`src/rtl/sseg_capture_if.sv`:
```
// Bus bundle for the seven-segment capture block: multiplexed display lines in,
// reassembled frame value and status out.
interface sseg_capture_if;
    logic [7:0]  SSEG_CA;
    logic [3:0]  SSEG_AN;
    logic [15:0] VALUE;
    logic [3:0]  DP;
    logic        VALID;
    logic        DIGIT_ERR;
    logic        STALE;

    // master drives the display lines (display driver or bench side)
    modport master (
        output SSEG_CA, SSEG_AN,
        input  VALUE, DP, VALID, DIGIT_ERR, STALE
    );

    modport slave (
        input  SSEG_CA, SSEG_AN,
        output VALUE, DP, VALID, DIGIT_ERR, STALE
    );
endinterface

```
`src/rtl/sseg_capture.sv`:
```
// Samples a multiplexed active-low seven-segment bus, decodes each settled digit
// back to a hex nibble and publishes the 16-bit value once all four digits are seen.
module sseg_capture #(
    parameter int SETTLE_CYCLES  = 4,
    parameter int TIMEOUT_CYCLES = 65536
) (
    input  logic           CLK,
    input  logic           RST,
    sseg_capture_if.slave  bus
);

    localparam int SCW = $clog2(SETTLE_CYCLES + 1);
    localparam int TCW = $clog2(TIMEOUT_CYCLES + 1);
    localparam int FIRE_AT = (SETTLE_CYCLES > 1) ? SETTLE_CYCLES - 2 : 0;
    localparam logic [SCW-1:0] SC_MAX  = SCW'(SETTLE_CYCLES);
    localparam logic [SCW-1:0] SC_FIRE = SCW'(FIRE_AT);
    localparam logic [TCW-1:0] TMO_MAX = TCW'(TIMEOUT_CYCLES);
    localparam logic [TCW-1:0] TMO_HIT = TCW'(TIMEOUT_CYCLES - 1);
    localparam logic [11:0]    BUS_IDLE = 12'hFFF;

    // {valid, nibble}; valid=0 for any pattern outside the hex font
    function automatic logic [4:0] seg_decode(input logic [6:0] seg);
        case (seg)
            7'b1000000: seg_decode = {1'b1, 4'h0};
            7'b1111001: seg_decode = {1'b1, 4'h1};
            7'b0100100: seg_decode = {1'b1, 4'h2};
            7'b0110000: seg_decode = {1'b1, 4'h3};
            7'b0011001: seg_decode = {1'b1, 4'h4};
            7'b0010010: seg_decode = {1'b1, 4'h5};
            7'b0000010: seg_decode = {1'b1, 4'h6};
            7'b1111000: seg_decode = {1'b1, 4'h7};
            7'b0000000: seg_decode = {1'b1, 4'h8};
            7'b0011000: seg_decode = {1'b1, 4'h9};
            7'b0001000: seg_decode = {1'b1, 4'hA};
            7'b0000011: seg_decode = {1'b1, 4'hB};
            7'b1000110: seg_decode = {1'b1, 4'hC};
            7'b0100001: seg_decode = {1'b1, 4'hD};
            7'b0000110: seg_decode = {1'b1, 4'hE};
            7'b0001110: seg_decode = {1'b1, 4'hF};
            default:    seg_decode = 5'b0_0000;
        endcase
    endfunction

    // {valid, digit index}; only a single low anode selects a digit
    function automatic logic [2:0] an_decode(input logic [3:0] an);
        case (an)
            4'b1110: an_decode = 3'b1_00;
            4'b1101: an_decode = 3'b1_01;
            4'b1011: an_decode = 3'b1_10;
            4'b0111: an_decode = 3'b1_11;
            default: an_decode = 3'b0_00;
        endcase
    endfunction

    logic [11:0]    sync1_q, sync1_d;
    logic [11:0]    sync2_q, sync2_d;
    logic [11:0]    prev_q, prev_d;
    logic [SCW-1:0] settle_cnt_q, settle_cnt_d;
    logic [15:0]    shadow_q, shadow_d;
    logic [3:0]     shadow_dp_q, shadow_dp_d;
    logic [3:0]     mask_q, mask_d;
    logic [15:0]    value_q, value_d;
    logic [3:0]     dp_q, dp_d;
    logic           valid_q, valid_d;
    logic           digit_err_q, digit_err_d;
    logic           stale_q, stale_d;
    logic [TCW-1:0] tmo_cnt_q, tmo_cnt_d;

    logic       pair_eq;
    logic       accept;
    logic       blank;
    logic       capture;
    logic       complete;
    logic       tmo_reach;
    logic [3:0] an_s;
    logic [7:0] ca_s;
    logic [2:0] an_dec;
    logic [4:0] seg_dec;

    always_comb begin
        sync1_d = {bus.SSEG_AN, bus.SSEG_CA};
        sync2_d = sync1_q;
        prev_d  = sync2_q;

        // run length of the synchronized pair; accept fires once per settled pattern
        pair_eq = (sync2_q == prev_q);
        if (!pair_eq) begin
            settle_cnt_d = '0;
        end else if (settle_cnt_q == SC_MAX) begin
            settle_cnt_d = settle_cnt_q;
        end else begin
            settle_cnt_d = settle_cnt_q + SCW'(1);
        end
        if (SETTLE_CYCLES == 1) begin
            accept = !pair_eq;
        end else begin
            accept = pair_eq && (settle_cnt_q == SC_FIRE);
        end

        an_s    = sync2_q[11:8];
        ca_s    = sync2_q[7:0];
        an_dec  = an_decode(an_s);
        seg_dec = seg_decode(ca_s[6:0]);
        blank   = (an_s == 4'b1111);
        capture     = accept && !blank && an_dec[2] && seg_dec[4];
        digit_err_d = accept && !blank && !(an_dec[2] && seg_dec[4]);

        complete  = (mask_q == 4'b1111);
        tmo_reach = !complete && (tmo_cnt_q == TMO_HIT);

        shadow_d    = shadow_q;
        shadow_dp_d = shadow_dp_q;
        mask_d      = complete ? 4'b0000 : mask_q;
        if (capture) begin
            shadow_d[{an_dec[1:0], 2'b00} +: 4] = seg_dec[3:0];
            shadow_dp_d[an_dec[1:0]]            = ~ca_s[7];
            mask_d[an_dec[1:0]]                 = 1'b1;
        end
        // a timeout discards whatever partial frame was being assembled
        if (tmo_reach) begin
            mask_d = 4'b0000;
        end

        valid_d = complete;
        value_d = complete ? shadow_q : value_q;
        dp_d    = complete ? shadow_dp_q : dp_q;

        if (complete) begin
            tmo_cnt_d = '0;
        end else if (tmo_cnt_q == TMO_MAX) begin
            tmo_cnt_d = tmo_cnt_q;
        end else begin
            tmo_cnt_d = tmo_cnt_q + TCW'(1);
        end
        stale_d = complete ? 1'b0 : (tmo_reach ? 1'b1 : stale_q);
    end

    always_ff @(posedge CLK) begin
        if (RST) begin
            sync1_q      <= BUS_IDLE;
            sync2_q      <= BUS_IDLE;
            prev_q       <= BUS_IDLE;
            settle_cnt_q <= '0;
            shadow_q     <= '0;
            shadow_dp_q  <= '0;
            mask_q       <= '0;
            value_q      <= '0;
            dp_q         <= '0;
            valid_q      <= 1'b0;
            digit_err_q  <= 1'b0;
            stale_q      <= 1'b0;
            tmo_cnt_q    <= '0;
        end else begin
            sync1_q      <= sync1_d;
            sync2_q      <= sync2_d;
            prev_q       <= prev_d;
            settle_cnt_q <= settle_cnt_d;
            shadow_q     <= shadow_d;
            shadow_dp_q  <= shadow_dp_d;
            mask_q       <= mask_d;
            value_q      <= value_d;
            dp_q         <= dp_d;
            valid_q      <= valid_d;
            digit_err_q  <= digit_err_d;
            stale_q      <= stale_d;
            tmo_cnt_q    <= tmo_cnt_d;
        end
    end

    assign bus.VALUE     = value_q;
    assign bus.DP        = dp_q;
    assign bus.VALID     = valid_q;
    assign bus.DIGIT_ERR = digit_err_q;
    assign bus.STALE     = stale_q;

endmodule
```
`src/flat_wrapper.sv`:
```
// flat-port wrapper written by rule: the top's interface ports become plain ports
module sseg_capture_flat 
#(
    parameter int SETTLE_CYCLES  = 4,
    parameter int TIMEOUT_CYCLES = 65536
)
  (CLK, RST, bus_SSEG_CA, bus_SSEG_AN, bus_VALUE, bus_DP, bus_VALID, bus_DIGIT_ERR, bus_STALE);
  sseg_capture_if bus_i ();
  input  logic CLK;
  input  logic RST;
  input wire logic [$bits(bus_i.SSEG_CA)-1:0] bus_SSEG_CA;
  input wire logic [$bits(bus_i.SSEG_AN)-1:0] bus_SSEG_AN;
  output wire logic [$bits(bus_i.VALUE)-1:0] bus_VALUE;
  output wire logic [$bits(bus_i.DP)-1:0] bus_DP;
  output wire logic [$bits(bus_i.VALID)-1:0] bus_VALID;
  output wire logic [$bits(bus_i.DIGIT_ERR)-1:0] bus_DIGIT_ERR;
  output wire logic [$bits(bus_i.STALE)-1:0] bus_STALE;
  assign bus_i.SSEG_CA = bus_SSEG_CA;
  assign bus_i.SSEG_AN = bus_SSEG_AN;
  assign bus_VALUE = bus_i.VALUE;
  assign bus_DP = bus_i.DP;
  assign bus_VALID = bus_i.VALID;
  assign bus_DIGIT_ERR = bus_i.DIGIT_ERR;
  assign bus_STALE = bus_i.STALE;
  sseg_capture #(.SETTLE_CYCLES(SETTLE_CYCLES), .TIMEOUT_CYCLES(TIMEOUT_CYCLES)) u_core (.CLK(CLK), .RST(RST), .bus(bus_i));
endmodule
```
`config.mk`:
```
export PLATFORM = sky130hd
export DESIGN_NAME = sseg_capture_flat
export DESIGN_NICKNAME = d
export VERILOG_FILES = /design/src/rtl/sseg_capture_if.sv /design/src/rtl/sseg_capture.sv /design/src/flat_wrapper.sv
export SDC_FILE = /design/constraint.sdc
export NUM_CORES = 1
export LEC_CHECK = 0
export CAP_MARGIN = 20
export CORE_ASPECT_RATIO = 1.4
export CORE_MARGIN = 1
export CORE_UTILIZATION = 25
export CTS_CLUSTER_DIAMETER = 30
export DETAILED_ROUTE_END_ITERATION = 12
export GPL_TIMING_DRIVEN = 0
export PLACE_DENSITY = 0.38
export SYNTH_ARGS = -nofsm -noshare
export SYNTH_HDL_FRONTEND = slang
export SYNTH_SLANG_ARGS = --single-unit
```
`constraint.sdc`:
```
create_clock -name CLK -period 2.64 [get_ports CLK]
set_input_delay 0.264 -clock CLK [delete_from_list [all_inputs] [get_ports CLK]]
set_output_delay 0.264 -clock CLK [all_outputs]
set_load 0.1 [all_outputs]
```
==> results.md, run 1 <==
* Setup Crit Path Kind: reg -> reg
* Share of post-route cells with drive strength above 1 at 15.0%
* Reg-to-reg setup timing slack at 230 ps
* NetSw at 0.703 mW
* Fin. max-slew vios at 0
* GP Congestion at 0.808
* Port Buffer Count at 35
* Setup tns final at 0 ps
* CTS tree: built
* Commonest non-fill, non-tap cell in the layout: dfxtp_1
* CP max stage cell: o311ai_1
* Post-synthesis cell area at 0.00458 mm²
* Grt ovf at 0
* Fmax at 0.415 GHz
* DRT Pass-1 Iters at 4
* Fin crit period at 2410 ps
* Critical Path End Type: flop
* Die W at 116 µm
* CP max FO at 10
* Clk buf depth at 2
* Starting Density at 25.6%
* Post-CTS setup buffers at 0
* H-tree Lvls at 3
* Die ar. at 0.0189 mm²
* Total CTS buffers at 9
* Worst EP arrival at 2690 ps
* Later-pin clock latency in the skew report at 350 ps
* CP delay by family, top: compound AO/OA/AOI/OAI gates
* Async set-reset flop share out of synthesis at 0%
* Req. time, crit path at 2920 ps
* Part of the cycle the worst path needs at 91.3%
* Crit start category: flop
* Largest net degree at the start of global routing at 17
* RSZ-0062 raised after global routing: no
* Status: finished clean
* Crit path buf inv count at 2
* Die Y at 162 µm
* Hold Fails Final Rpt at 0
* Clk_skew at 8.97 ps
* Clock Sinks at 103
* First-pass GRT wire length at 18.0 mm
* Yosys reg bits at 103
* Global-route usage over all layers at 12.6%
* Syn Inst Count at 497
* Ys flop type: dfxtp_1
* Fillcell total at 1910
* Sw frac at 22.5%
* Most frequent cells in the layout: dfxtp_1 (103), nand2_1 (60), or2_2 (37)
* Net count after synthesis at 523
* Via count at 3448
* Nets at 569
* Seq/Total Area, Yosys at 45.0%
* Post-DP HPWL at 8.15 mm
* Max-Cap Viols at 0
* Post-DP Area at 0.00523 mm²
* Avg Cell Area, Syn at 9.22 µm²
* Synth-to-Final Area Change at 20.7%
* Final design utilization at 30.9%
* Worst-path cell chain: buf_2 > inv_2 > a32oi_1 > o221ai_1 > o311ai_1 > mux2i_1
* Multi-input logic area at 0.00234 mm²
* Reg clk slew, reported paths at 70 ps
* Ports at 37
* Combinational power share at 6.0%
* Cell area after layout at 0.00553 mm²
* Slew HR at 31.8%
* Sequential share of power at 51.1%
* Final wirelength at 10.9 mm
* Post_cts resized at 0
* Ant. Diodes at 0
* Int Pwr at 2.42 mW
* Vias per cell at 4.38
* Register area at 0.00206 mm²
* Wire length per cell at 13.8 µm
* Leak Pwr at 1.91 nW
* Worst Hold Class: reg -> reg
* Yosys Warn Count at 0
* Antenna viol nets, final at 0
* Vias in the first global route at 3463
* Row count at 58
* Clock root buffer: clkbuf_16
* Slowest stage delay, CP at 670 ps
* Setup violators final at 0
* EDFF count, synth at 0
* Max VDD drop at 0.277 mV
* Netlist cell types at 61
* Slew @ Worst Pin at 1020 ps
* Initial antenna violation count at 0
* CTS Hold Bufs at 0
* Pwr dens at 565 mW/mm²
* Core area at 0.0179 mm²
* Initial DRC Count at 105
* Clock group share of total power at 42.8%
* Post-route DRC at 0
-- worst paths after layout --
path	start	cells past startpoint	to
hold reg to reg	u_core.sync1_q[3]	1	u_core.prev_d[3]
setup reg to reg	u_core.prev_d[4]	6	u_core.shadow_dp_q[0]
hold / removal	u_core.sync1_q[3]	1	u_core.prev_d[3]
setup / recovery	u_core.prev_d[4]	6	u_core.shadow_dp_q[0]
-- routing by layer --
layer  part of all wire (%)  GRT usage (%)
met5                      0              0
met4                    1.9           5.65
met3                    2.5           2.61
met2                     51           21.8
met1                     44           14.8
-- Yosys cell counts (all sizes together) (8+ instances only) --
master,number,share of area (%)
xnor2,9,1.7
nor3,9,1.1
nand2,60,4.9
dfxtp,103,45
ha,12,3.3
or2,38,5.2
nand2b,14,1.9
o21ai,23,2.5
nor2,29,2.4
buf,12,1.6
inv,12,0.98
mux2i,19,4.1
nand3,10,1.1
xor2,20,3.8
clkbuf,16,1.3
or2b,8,1.3
a21oi,33,3.6
nand4,10,1.7
-- kinds of logic (layout without fill, tap and decap cells) --
logic type	after synthesis	count (layout)	synth area share [%]
simple gates	212	212	25.6
xor+xnor	29	29	5.54
buf+inv	40	91	3.93
flops	103	103	45.0
mux	20	20	4.40
fa+ha+maj	12	12	3.28
compound gates	81	81	12.3
-- state kept, by name (all words and copies together) (netlist names), 4 cells and up --
signal	count
u_core.sync1_q	12
u_core.mask_q	4
u_core.prev_q	12
u_core.tmo_cnt_q	17
u_core.bus.VALUE	16
u_core.shadow_q	16
u_core.shadow_dp_q	4
u_core.bus.DP	4
u_core.prev_d	12
-- metrics by stage --
| step | power, mW | setup slack [ps] | cells | hold WS (ps) |
|---|---|---|---|---|
| 2_1_floorplan | 1.76 | 653 | 497 | 368 |
| 3_3_place_gp | 1.82 | 210 | 772 | 392 |
| 3_5_place_dp | 1.83 | 196 | 772 | 394 |
| 4_1_cts | 3.19 | 200 | 788 | 410 |
| 5_1_grt | 3.28 | 44.6 | 788 | 431 |
| 6_report | 3.13 | 230 | 788 | 410 |
-- power by group through the flow --
stage	clock network (mW)	logic [mW]	registers (mW)
3_3_place_gp	0	0.189	1.63
4_1_cts	1.40	0.192	1.60
3_5_place_dp	0	0.191	1.63
6_report	1.34	0.189	1.60
5_1_grt	1.47	0.211	1.60
2_1_floorplan	0	0.133	1.63
-- worst reg2reg max path: stages, from the launching register on --
cell,delay [ps]
dfxtp_1,460
buf_2,280
inv_2,60
a32oi_1,250
o221ai_1,360
o311ai_1,680
mux2i_1,250
-- cell type report --
cell class / count / area share [%]
Buffer: 28 / 2.44
Clock buffer: 11 / 4.39
Clock inverter: 5 / 1.04
Inverter: 12 / 0.814
Multi-Input combinational cell: 354 / 42.3
Sequential cell: 103 / 37.3
Tap cell: 240 / 5.43
Timing Repair Buffer: 35 / 6.33
(Power assumes the default switching activity.)
==> inputs of run 2 (changes only) <==
CAP_MARGIN = unset   (was 20)
==> results of run 2 <==
Final layout, timing and power as in run 1 (identical DEF).
==> inputs of run 3 (changes only) <==
GPL_ROUTABILITY_DRIVEN = 0   (was unset)
HOLD_SLACK_MARGIN = 0.03   (was unset)
==> results of run 3 <==
Final layout, timing and power as in run 1 (identical DEF).
